==> src/rtl/pll_phase_ctrl_pkg.sv <==
// Shared types and constants for the ECP5 PLL dynamic-phase sequencer.
// The RST state exists only when PLL_PHASE_CTRL_LOCKMON_EN is defined.
package pll_phase_ctrl_pkg;

  typedef enum logic [2:0] {
    IDLE     = 3'd0,
    SETUP    = 3'd1,
    PULSE    = 3'd2,
    GAP      = 3'd3,
    SETTLE   = 3'd4,
    WAITLOCK = 3'd5,
    DONE     = 3'd6
`ifdef PLL_PHASE_CTRL_LOCKMON_EN
    , RST    = 3'd7
`endif
  } state_t;

  localparam logic [1:0] SEL_CLKOP  = 2'd0;
  localparam logic [1:0] SEL_CLKOS  = 2'd1;
  localparam logic [1:0] SEL_CLKOS2 = 2'd2;
  localparam logic [1:0] SEL_CLKOS3 = 2'd3;

  // Lock-loss monitor: consecutive low cycles before acting, and PLL reset length.
  localparam int LOCKLOSS_CYC = 8;
  localparam int LOCKRST_CYC  = 16;

  function automatic int max_of(input int a, input int b);
    return (a > b) ? a : b;
  endfunction

endpackage

==> src/rtl/pll_lock_sync.sv <==
// Double-flop synchroniser for the PLL LOCK pin plus a saturating run counter
// that flags lock_lost after LOCKLOSS_CYC consecutive low synchronised samples.
module pll_lock_sync
  import pll_phase_ctrl_pkg::*;
(
  input  logic clock,
  input  logic reset,
  input  logic locked,
  output logic lock_s,
  output logic lock_lost
);

  localparam int RUN_W = $clog2(LOCKLOSS_CYC + 1);

  logic             meta;
  logic [RUN_W-1:0] run;

  always_ff @(posedge clock or posedge reset) begin
    if (reset) begin
      meta   <= 1'b0;
      lock_s <= 1'b0;
      run    <= '0;
    end else begin
      meta   <= locked;
      lock_s <= meta;
      if (lock_s)
        run <= '0;
      else if (run != RUN_W'(LOCKLOSS_CYC))
        run <= run + 1'b1;
    end
  end

  assign lock_lost = (run == RUN_W'(LOCKLOSS_CYC));

endmodule

==> src/rtl/pll_phase_ctrl.sv <==
// Sequences PHASESEL/PHASEDIR/PHASESTEP pulses for the ECP5 EHXPLLL and waits for lock.
// Define PLL_PHASE_CTRL_LOCKMON_EN to add the idle lock-loss monitor driving pll_rst.
module pll_phase_ctrl
  import pll_phase_ctrl_pkg::*;
#(
  parameter int STEP_W     = 8,
  parameter int SETUP_CYC  = 2,
  parameter int PULSE_CYC  = 2,
  parameter int GAP_CYC    = 4,
  parameter int SETTLE_CYC = 16,
  parameter int LOCK_TO    = 4096
) (
  input  logic              clock,
  input  logic              reset,
  // Handshake: a request transfers on a clock edge where req_valid and req_ready are
  // both high; req_ready is high only in IDLE, and fields are captured at that edge.
  input  logic              req_valid,
  output logic              req_ready,
  input  logic [1:0]        req_sel,
  input  logic              req_dir,
  input  logic [STEP_W-1:0] req_steps,
  output logic              done,
  output logic              timeout,
  input  logic              pll_locked,
  output logic [1:0]        pll_phasesel,
  output logic              pll_phasedir,
  output logic              pll_phasestep,
  output logic              pll_rst,
  output logic              busy,
  output state_t            state
);

  localparam int TMR_MAX = max_of(max_of(SETUP_CYC, PULSE_CYC),
                                  max_of(max_of(GAP_CYC, SETTLE_CYC), LOCKRST_CYC));
  localparam int TMR_W   = (TMR_MAX > 1) ? $clog2(TMR_MAX) : 1;
  localparam int LOCK_W  = (LOCK_TO > 1) ? $clog2(LOCK_TO) : 1;

  logic              ready_en;
  logic [TMR_W-1:0]  timer;
  logic [STEP_W-1:0] steps_left;
  logic [LOCK_W-1:0] lock_cnt;
  logic              lock_s;

`ifdef PLL_PHASE_CTRL_LOCKMON_EN
  logic lock_lost;
  logic mon_flow;

  pll_lock_sync u_sync (
    .clock     (clock),
    .reset     (reset),
    .locked    (pll_locked),
    .lock_s    (lock_s),
    .lock_lost (lock_lost)
  );

  // Lock loss wins over a pending request so a request is never half-accepted.
  assign req_ready = ready_en && (state == IDLE) && !lock_lost;
`else
  logic lock_lost_unused;

  pll_lock_sync u_sync (
    .clock     (clock),
    .reset     (reset),
    .locked    (pll_locked),
    .lock_s    (lock_s),
    .lock_lost (lock_lost_unused)
  );

  assign req_ready = ready_en && (state == IDLE);
  assign pll_rst   = 1'b0;
`endif

  assign busy = (state != IDLE);

  always_ff @(posedge clock or posedge reset) begin
    if (reset) begin
      state         <= IDLE;
      ready_en      <= 1'b0;
      timer         <= '0;
      steps_left    <= '0;
      lock_cnt      <= '0;
      done          <= 1'b0;
      timeout       <= 1'b0;
      pll_phasesel  <= SEL_CLKOP;
      pll_phasedir  <= 1'b1;
      pll_phasestep <= 1'b1;
`ifdef PLL_PHASE_CTRL_LOCKMON_EN
      pll_rst       <= 1'b0;
      mon_flow      <= 1'b0;
`endif
    end else begin
      ready_en <= 1'b1;
      done     <= 1'b0;
      case (state)
        IDLE: begin
`ifdef PLL_PHASE_CTRL_LOCKMON_EN
          if (lock_lost) begin
            state    <= RST;
            pll_rst  <= 1'b1;
            mon_flow <= 1'b1;
            timer    <= TMR_W'(LOCKRST_CYC - 1);
          end
`endif
          if (req_valid && req_ready) begin
            pll_phasesel <= req_sel;
            pll_phasedir <= req_dir;
            steps_left   <= req_steps;
            timeout      <= 1'b0;
            if (req_steps == '0) begin
              state <= DONE;
              done  <= 1'b1;
            end else begin
              state <= SETUP;
              timer <= TMR_W'(SETUP_CYC - 1);
            end
          end
        end
        SETUP: begin
          if (timer == '0) begin
            state         <= PULSE;
            pll_phasestep <= 1'b0;
            timer         <= TMR_W'(PULSE_CYC - 1);
          end else begin
            timer <= timer - 1'b1;
          end
        end
        PULSE: begin
          if (timer == '0) begin
            pll_phasestep <= 1'b1;
            steps_left    <= steps_left - 1'b1;
            if (steps_left == STEP_W'(1)) begin
              state <= SETTLE;
              timer <= TMR_W'(SETTLE_CYC - 1);
            end else begin
              state <= GAP;
              timer <= TMR_W'(GAP_CYC - 1);
            end
          end else begin
            timer <= timer - 1'b1;
          end
        end
        GAP: begin
          if (timer == '0) begin
            state         <= PULSE;
            pll_phasestep <= 1'b0;
            timer         <= TMR_W'(PULSE_CYC - 1);
          end else begin
            timer <= timer - 1'b1;
          end
        end
        SETTLE: begin
          if (timer == '0) begin
            state    <= WAITLOCK;
            lock_cnt <= '0;
          end else begin
            timer <= timer - 1'b1;
          end
        end
        WAITLOCK: begin
          // A lock seen on the final count still counts as locked, not timed out.
          if (lock_s || (lock_cnt == LOCK_W'(LOCK_TO - 1))) begin
            if (!lock_s)
              timeout <= 1'b1;
`ifdef PLL_PHASE_CTRL_LOCKMON_EN
            if (mon_flow) begin
              state    <= IDLE;
              mon_flow <= 1'b0;
            end else begin
              state <= DONE;
              done  <= 1'b1;
            end
`else
            state <= DONE;
            done  <= 1'b1;
`endif
          end else begin
            lock_cnt <= lock_cnt + 1'b1;
          end
        end
        DONE: begin
          state <= IDLE;
        end
`ifdef PLL_PHASE_CTRL_LOCKMON_EN
        RST: begin
          if (timer == '0) begin
            state    <= WAITLOCK;
            pll_rst  <= 1'b0;
            lock_cnt <= '0;
          end else begin
            timer <= timer - 1'b1;
          end
        end
`endif
        default: state <= IDLE;
      endcase
    end
  end

endmodule

==> config.mk <==
export PLATFORM = sky130hd
export DESIGN_NAME = pll_phase_ctrl
export DESIGN_NICKNAME = d
export VERILOG_FILES = /design/src/rtl/pll_phase_ctrl_pkg.sv /design/src/rtl/pll_lock_sync.sv /design/src/rtl/pll_phase_ctrl.sv
export SDC_FILE = /design/constraint.sdc
export NUM_CORES = 1
export LEC_CHECK = 0
export ABC_AREA = 0
export CAP_MARGIN = 20
export CORE_ASPECT_RATIO = 0.5
export CORE_MARGIN = 3
export CORE_UTILIZATION = 59
export DETAILED_ROUTE_END_ITERATION = 10
export PLACE_DENSITY = 0.94
export SLEW_MARGIN = 20
export SYNTH_ARGS = -nofsm -noshare
export SYNTH_HDL_FRONTEND = slang
export SYNTH_SLANG_ARGS = --single-unit
==> constraint.sdc <==
create_clock -name clock -period 3.4 [get_ports clock]
set_input_delay 0.51 -clock clock [delete_from_list [all_inputs] [get_ports clock]]
set_output_delay 0.51 -clock clock [all_outputs]
set_load 0.05 [all_outputs]
# Word level (Yosys, flattened, before mapping)
# Cells that the tools add are included.
word_totals:
  input_bits: 15
  output_inout_bits: 12
  reg_bits: 36
classes:
  muxes: 32
  eq_ne: 16
  n_reduce_logical: 20
  add_sub_neg: 3
ops:
  columns: ["cell", "count"]
  rows:
  - ["2-to-1 mux 12 bit", 2]
  - ["2-to-1 mux 4 bit", 6]
  - ["case mux 12 bit (2 select lines)", 1]
  - ["2-to-1 mux 3 bit", 7]
  - ["2-to-1 mux 8 bit", 2]
  - ["case mux 4 bit (4 select lines)", 1]
  - ["case mux 8 bit (2 select lines)", 1]
  - ["case mux 3 bit (5 select lines)", 1]
  - ["!= test 2 bit (second input constant)", 7]
  - ["adder 12 x 1 -> 12 bit (second input constant)", 1]
  - ["== test 12 bit (second input constant)", 1]
  - ["AND reduction 3 bit", 3]
  - ["== test 8 x 1 -> 1 bit (second input constant)", 1]
  - ["zero test 8 bit", 1]
  - ["2-to-1 mux 1 bit", 8]
  - ["AND reduction 4 bit", 2]
  - ["nonzero test 2 bit", 4]
  - ["subtractor 8 x 1 -> 8 bit (second input constant)", 1]
  - ["== test 3 x 2 -> 1 bit (second input constant)", 2]
  - ["== test 3 bit (second input constant)", 2]
  - ["case mux 1 bit (2 select lines)", 3]
  - ["AND reduction 5 bit", 1]
  - ["zero test 4 bit", 1]
  - ["!= test 2 x 1 -> 1 bit (second input constant)", 2]
  - ["other kinds (9)", 10]

# Depth between registers and ports, before layout
# Gate-level depths: netlist (run 1).
depth:
  word_depth: 5
  mapped_depth: 7
  depth_no_buf: 6

# Cells and area by module
# A second synthesis (run 1) with hierarchy kept.
unflattened:
  cells_unflattened: 244
  area_unflattened_um2: 2287.2
modules_own_cells:
  columns: ["module", "area_each_um2", "n_inst", "cells_each"]
  rows:
  - ["pll_phase_ctrl", 2010.7, 1, 220]
  - ["pll_lock_sync", 276.5, 1, 24]

# Least setup slack after synthesis (run 1)
# OpenSTA, ideal clock, no wires.
synth_timing:
  path_kind: "reg-to-output"
  start: "register state[0]"
  end: "output req_ready"
  arrival_time_ns: 2.011
  path_stages_with_launch: 3
  slack_ns: 0.879
  cell_sequence: "dfrtp_1 > or3_1 > nor2_1"
synth_between:
  elab_chain_cells: 2
synth_rtl:
  columns: ["item", "line_no", "rtl"]
  rows:
  - ["start, declared", "pll_phase_ctrl.sv:30", "output state_t state"]
  - ["start signal, assigned", "pll_phase_ctrl.sv:77", "state <= IDLE;"]
  - ["start signal, assigned", "pll_phase_ctrl.sv:110", "state <= DONE;"]
  - ["start signal, assigned", "pll_phase_ctrl.sv:113", "state <= SETUP;"]
  - ["zero test 3 bit", "pll_phase_ctrl.sv:69", "assign req_ready = ready_en && (state == IDLE);"]
  - ["logical AND 1 bit", "pll_phase_ctrl.sv:69", null]
  - ["end, declared", "pll_phase_ctrl.sv:18", "output logic req_ready,"]
# No other way between the ends.

# Worst setup path in the final report (run 1)
layout_timing:
  start: "register state[2]"
  end: "output req_ready"
# Same word-level chain as after synthesis.

==> results of run 1 <==
## flip-flops by register name (all words and copies together) (netlist names)
signal         flops
done               1
lock_cnt          12
pll_phasedir       1
pll_phasesel       2
pll_phasestep      1
ready_en           1
state              3
steps_left         8
timeout            1
timer              4
u_sync.lock_s      1
u_sync.meta        1
## worst register-to-register path: cells and delay by family (launching register included)
kind / cells / cell delay [ps]
AOI/OAI and AO/OA: 2 / 540
DFF: 1 / 410
and+or+nand+nor: 2 / 870
adders and majority gates: 1 / 230
## final cells by class
| type | count | area [sq um] | area share (%) |
|---|---|---|---|
| well taps | 48 | 60.06 | 2.412 |
| clock buffers | 8 | 90.09 | 3.618 |
| multi-input cells | 174 | 1104 | 44.32 |
| flip-flops and latches | 36 | 903.4 | 36.28 |
| repair buffers | 29 | 280.3 | 11.26 |
| inverters | 14 | 52.55 | 2.111 |
## path summary, 6_finish.rpt
check	from	to	slack, ps	cells past startpoint
hold / removal	u_sync.meta$_DFF_PP0_	u_sync.lock_s$_DFF_PP0_	360	0
setup / recovery	state[2]$_DFFE_PP0P_	req_ready	700	3
hold reg to reg	u_sync.meta$_DFF_PP0_	u_sync.lock_s$_DFF_PP0_	360	0
max in group asynchronous	reset	pll_phasedir$_DFFE_PP1P_	2370	3
min in group asynchronous	reset	steps_left[4]$_DFFE_PP0P_	680	3
setup reg to reg	lock_cnt[0]$_DFFE_PP0P_	state[1]$_DFFE_PP0P_	1240	5
## placed cells by master, fill, tap and decap left out, types with 5 or more instances in the layout
master and n:
a21oi_1 12, a31oi_1 14, clkbuf_8 6, clkdlybuf4s50_1 25, dfrtp_1 34, ha_1 5, inv_1 14, nand2_1 11
nand2b_1 5, nand3_1 9, nor2_1 22, nor3_1 8, nor4_1 6, o21ai_0 18, or3_1 5
## per-layer routing
| layer | global-route usage (%) | vias up | part of all wire [%] |
|---|---|---|---|
| li1 | - | 918 | - |
| met1 | 30.28 | 912 | 42 |
| met2 | 45.37 | 75 | 49 |
| met3 | 6.934 | 14 | 6.3 |
| met4 | 12.77 | 0 | 2.1 |
| met5 | 0 | - | 0 |
## per-stage QoR
step / instance area [sq um] / instances
finish: 2490 / 309
global route: 2490 / 309
CTS: 2490 / 309
detailed placement: 2400 / 301
global placement: 2400 / 301
floorplan: 2107 / 235
## cells by family after synthesis
logic type,after synthesis,synth area share [%]
AO/OA/AOI/OAI,73,22.86
XOR/XNOR,1,0.4158
AND/OR/NAND/NOR,86,22.27
adder cells (fa/ha/maj),5,2.969
buffers and inverters,25,4.751
multiplexers,7,3.504
other,2,0.3564
flip-flops,36,42.87
## power by group through the flow
stage	registers (uW)	logic (uW)	clock network, uW
floorplan	782	560	0
global placement	680	886	0
detailed placement	694	912	0
CTS	688	916	321
global route	714	1000	339
finish	693	919	316
==> out/metrics.csv, run 1 <==
stage,metric,value,unit
detailed_routing,drc,0,
worst_hold_path,hp-class,flop to flop,
power_and_ir_drop,combPwrFrac,47.7,%
worst_setup_path,cp_cell_sequence,or3_1 > nor2_1 > clkdlybuf4s50_1,
yosys,synthArstFlopShare,100.0,%
floorplanning,coreArea,3206,sq um
yosys,syn_avg_cell_area,8.966,sq um
yosys,synth_area,2107,sq um
timing,slew_headroom,57.86,%
timing,setup_ws,695.1,ps
worst_setup_path,critical_path.top_delay_family,buffers and inverters,
timing,clock_skew,2.259,ps
yosys,synth_top_area_cell,dfrtp_1,
clocking,holdBufCountCts,0,
power_and_ir_drop,p_leak,0.0009986,uW
timing,clock.fmax,0.3697,GHz
yosys,ys_ff_latch,36,
timing,finalSetupViolCount,0,
worst_setup_path,critPathKind,flop to primary output,
grt,grt.total_usage,25.43,%
timing,post-route-period-util,79.55,%
timing,rsz0062_at_grt,no,
timing,fin_crit,2705,ps
power_and_ir_drop,total_power,1928,uW
job,maxCapViolations,0,
detailed_routing,drt-total-wl,5.140,mm
power_and_ir_drop,power.net_switching,842.9,uW
yosys,synth.area.top_cells,"dfrtp_1, o21ai_0, a31oi_1, nor2_1, ha_1",
power_and_ir_drop,vdd_ir_drop_max,0.0005139,V
yosys,netlist_instances,235,
worst_setup_path,cp_slowest_cell,clkdlybuf4s50_1,
timing,worstMarginPinSlew,627.2,ps
detailed_routing,routed-via-count,1919,
grt,antenna_found_initial,0,
floorplanning,die_area,4368,sq um
yosys,synth.net_count,255,
placement,dp_hpwl,3.700,mm
clocking,cts_tree,yes,
yosys,synth_commonest_cells,"dfrtp_1, nor2_1, o21ai_0",
detailed_routing,drt.antenna.violating_nets,0,
power_and_ir_drop,power_density,774.4,nW/um^2
timing,finalHoldViolCount,0,
yosys,yosys_warnings,0,
placement,place_congestion,0.9607,
detailed_routing,avgViaCountPerCell,6.210,
worst_setup_path,endpoint_kind,primary output,
finish,syn_to_final_growth,18.17,%
clocking,max-clock-path-buffers,2,
clocking,root_buffer,clkbuf_8,
grt,grt_pass1_wl,8.438,mm
finish,antennaDiodeCount,0,
worst_setup_path,critPathRequiredTime,2890,ps
placement,io_buffers,25,
yosys,synth-edff-count,0,
worst_setup_path,worstPathMaxFanout,16,
clocking,postCtsResizedCells,0,
power_and_ir_drop,clkPwrFrac,16.4,%
finish,nNetsFinal,280,
clocking,post_cts_buffers,0,
yosys,ys_seq_area_share,42.87,%
floorplanning,io_pins,27,
clocking,path_clk_slew,70,ps
timing,slew_violations,0,
clocking,cts.htree.levels,2,
worst_setup_path,max_stage_delay,800,ps
power_and_ir_drop,swShare,43.71,%
yosys,synth.top_cell.area_share,40.38,%
finish,final_core_util,77.67,%
floorplanning,fp.dieW,90.51,um
detailed_routing,drt_first_pass_iters,6,
status,outcome,finished clean,
clocking,insertion_delay,290,ps
placement,pre_cts_slack,958.2,ps
worst_setup_path,start_kind,flop,
yosys,yosysMostFrequentCell,dfrtp_1,
power_and_ir_drop,seqPwrFrac,35.9,%
floorplanning,placementRows,14,
grt,grt.overflow.total,0,
finish,fillers,218,
timing,holdWs,358.7,ps
grt,grt_max_degree,37,
detailed_routing,drt_iter0_drc,167,
worst_setup_path,worst_ep_arrival_time,2190,ps
yosys,yosysUniqueCellTypes,53,
floorplanning,fp.dieH,48.26,um
clocking,cts_sinks,36,
worst_setup_path,path_buf_inv,1,
clocking,cts_made_buffers,5,
finish,drive_above_1_share,8.046,%
timing,fin_tns_setup,0,ps
yosys,synth_ff_type,dfrtp_1,
floorplanning,initial_core_util,65.73,%
power_and_ir_drop,cell_internal_pwr,1085,uW
detailed_routing,wl_per_cell,16.63,um
grt,grt_pass1_vias,1843,
Power figures use the tool's default switching activity.
==> run 2: changes to the inputs <==
Settings changed: CORE_UTILIZATION 59 to 55, PLACE_DENSITY 0.94 to 0.89.
Clock period 3.4 ns to 2.7 ns, I/O delays scaled along.
==> run 2 against run 1 <==
Via count rose by 1.5%. Combinational power rose by 27%. Final cell count rose by 1.3%. Global-route usage fell by 2.5 points. Sequential cell count did not move. Total power rose by 23%. Critical path type unchanged. Largest cell class unchanged.
==> out/metrics.csv, run 2 (synthesis gave the netlist of run 1 again) <==
stage,metric,value,unit
power_and_ir_drop,p_leak,0.001005,uW
placement,place_congestion,0.8871,
worst_setup_path,cp_slowest_cell,clkdlybuf4s50_1,
clocking,postCtsResizedCells,0,
detailed_routing,drt.antenna.violating_nets,0,
timing,fin_crit,2578,ps
grt,grt_max_degree,37,
detailed_routing,avgViaCountPerCell,6.224,
timing,finalSetupViolCount,0,
clocking,insertion_delay,290,ps
floorplanning,fp.dieH,49.77,um
worst_setup_path,path_buf_inv,1,
worst_setup_path,start_kind,flop,
finish,instances_no_fill,313,
worst_setup_path,worstPathMaxFanout,15,
worst_setup_path,worst_ep_arrival_time,2170,ps
worst_setup_path,critical_path.top_delay_family,buffers and inverters,
detailed_routing,drt_iter0_drc,131,
worst_setup_path,ff2ff_setup_slack,540,ps
detailed_routing,drc,0,
finish,reg.largest.list,"lock_cnt x12, steps_left x8, timer x4",
clocking,post_cts_buffers,0,
timing,post-route-period-util,95.50,%
placement,io_buffers,25,
status,outcome,finished clean,
clocking,cts_made_buffers,5,
worst_hold_path,hold_end,u_sync.lock_s$_DFF_PP0_,
worst_hold_path,whs_path_depth,0,
detailed_routing,drt_first_pass_iters,4,
finish,fillers,271,
grt,grt_pass1_vias,1845,
finish,antennaDiodeCount,0,
placement,dp_cells,306,
floorplanning,die_area,4655,sq um
worst_setup_path,r2r_start,lock_cnt[0]$_DFFE_PP0P_,
worst_setup_path,endpoint_kind,primary output,
detailed_routing,routed-via-count,1948,
worst_setup_path,critPathRequiredTime,2300,ps
finish,most-common-layout-cells,"dfrtp_1, clkdlybuf4s50_1, nor2_1, o21ai_0",
timing,worstMarginPinSlew,612.7,ps
placement,pre_cts_slack,458.2,ps
finish,regMostFlops,lock_cnt,
worst_setup_path,max_stage_delay,820,ps
timing,slew_headroom,58.58,%
clocking,path_clk_slew,70,ps
detailed_routing,wl_per_cell,15.26,um
worst_hold_path,hp-class,flop to flop,
timing,slew_violations,0,
timing,clock.fmax,0.3878,GHz
finish,nNetsFinal,282,
clocking,holdBufCountCts,0,
floorplanning,placementRows,15,
timing,clock_skew,11.43,ps
timing,rsz0062_at_grt,no,
power_and_ir_drop,vdd_ir_drop_max,0.0005304,V
grt,grt.total_usage,22.94,%
worst_hold_path,hp-start,u_sync.meta$_DFF_PP0_,
grt,grt_pass1_wl,8.418,mm
clocking,cts_sinks,36,
worst_setup_path,reg2reg_to,state[1]$_DFFE_PP0P_,
floorplanning,coreArea,3547,sq um
floorplanning,initial_core_util,59.40,%
clocking,cts_tree,yes,
worst_setup_path,reg2reg_depth,5,
placement,dp_hpwl,3.424,mm
grt,grt.overflow.total,0,
timing,setup_ws,121.5,ps
floorplanning,io_pins,27,
timing,fin_tns_setup,0,ps
detailed_routing,drt-total-wl,4.776,mm
power_and_ir_drop,power_density,948.1,nW/um^2
finish,layout_commonest_cell,dfrtp_1,
finish,largest_reg_flops,12,
finish,syn_to_final_growth,18.47,%
floorplanning,fp.dieW,93.53,um
timing,finalHoldViolCount,0,
clocking,cts.htree.levels,2,
clocking,max-clock-path-buffers,2,
finish,drive_above_1_share,8.779,%
worst_setup_path,cp_cell_sequence,or3_1 > nor2_1 > clkdlybuf4s50_1,
worst_setup_path,critPathKind,flop to primary output,
clocking,root_buffer,clkbuf_8,
grt,antenna_found_initial,0,
job,maxCapViolations,0,
run 2: changes by cell type in the layout (fill, tap and decap cells not counted):
cell / previous run / this run
buf_4: 4 / 6
clkinv_2: 0 / 1
clkbuf_1: 2 / 1
clkbuf_8: 6 / 5
run 2: through the flow:
stage / area (sq um) / utilization [%] / hold slack, ps / total power [uW]
after floorplan: 2107 / - / 331.2 / 1690
after global placement: 2419 / 68.18 / 334.4 / 1977
after detailed placement: 2419 / 68.18 / 334.7 / 2007
after CTS: 2496 / 70.37 / 350.6 / 2371
after global routing: 2496 / 70.37 / 356.4 / 2546
final: 2496 / 70.37 / 350.0 / 2366
run 2: final cells by class:
type | instances | area [sq um] | area share [%]
clock buffer | 6 | 72.57 | 2.907
sequential | 36 | 903.4 | 36.19
timing repair buffer | 31 | 295.3 | 11.83
inverter | 14 | 52.55 | 2.105
clock inverter | 1 | 5.005 | 0.2005
multi-input combinational | 174 | 1104 | 44.21
tap | 51 | 63.81 | 2.556
run 2: worst register-to-register path, stage by stage (launching register included):
cell and delay (ps):
dfrtp_1 410, ha_1 230, nand3_2 170, or4_1 710
a211o_1 340, a32o_1 190
run 2: how the worst max path moves through the flow:
stage                         start         to  slack (ps)  cells after the start
6_report       state[1]$_DFFE_PP0P_  req_ready         120                      3
5_1_grt        state[1]$_DFFE_PP0P_  req_ready          50                      3
4_1_cts        state[1]$_DFFE_PP0P_  req_ready         140                      3
3_5_place_dp   state[1]$_DFFE_PP0P_  req_ready         460                      3
3_3_place_gp   state[1]$_DFFE_PP0P_  req_ready         510                      3
2_1_floorplan  state[0]$_DFFE_PP0P_  req_ready         280                      2
run 2: layer usage:
layer,global-route usage (%),routed length [um]
met1,30.28,2111
met2,38.11,2351
met3,5.640,264
met4,5.755,48
met5,0,0
run 2: where the power goes:
group	leakage, uW	internal, uW	switching [uW]
combinational	0.000507	475	698
sequential	0.000457	691	146
clock	0.0000410	175	181
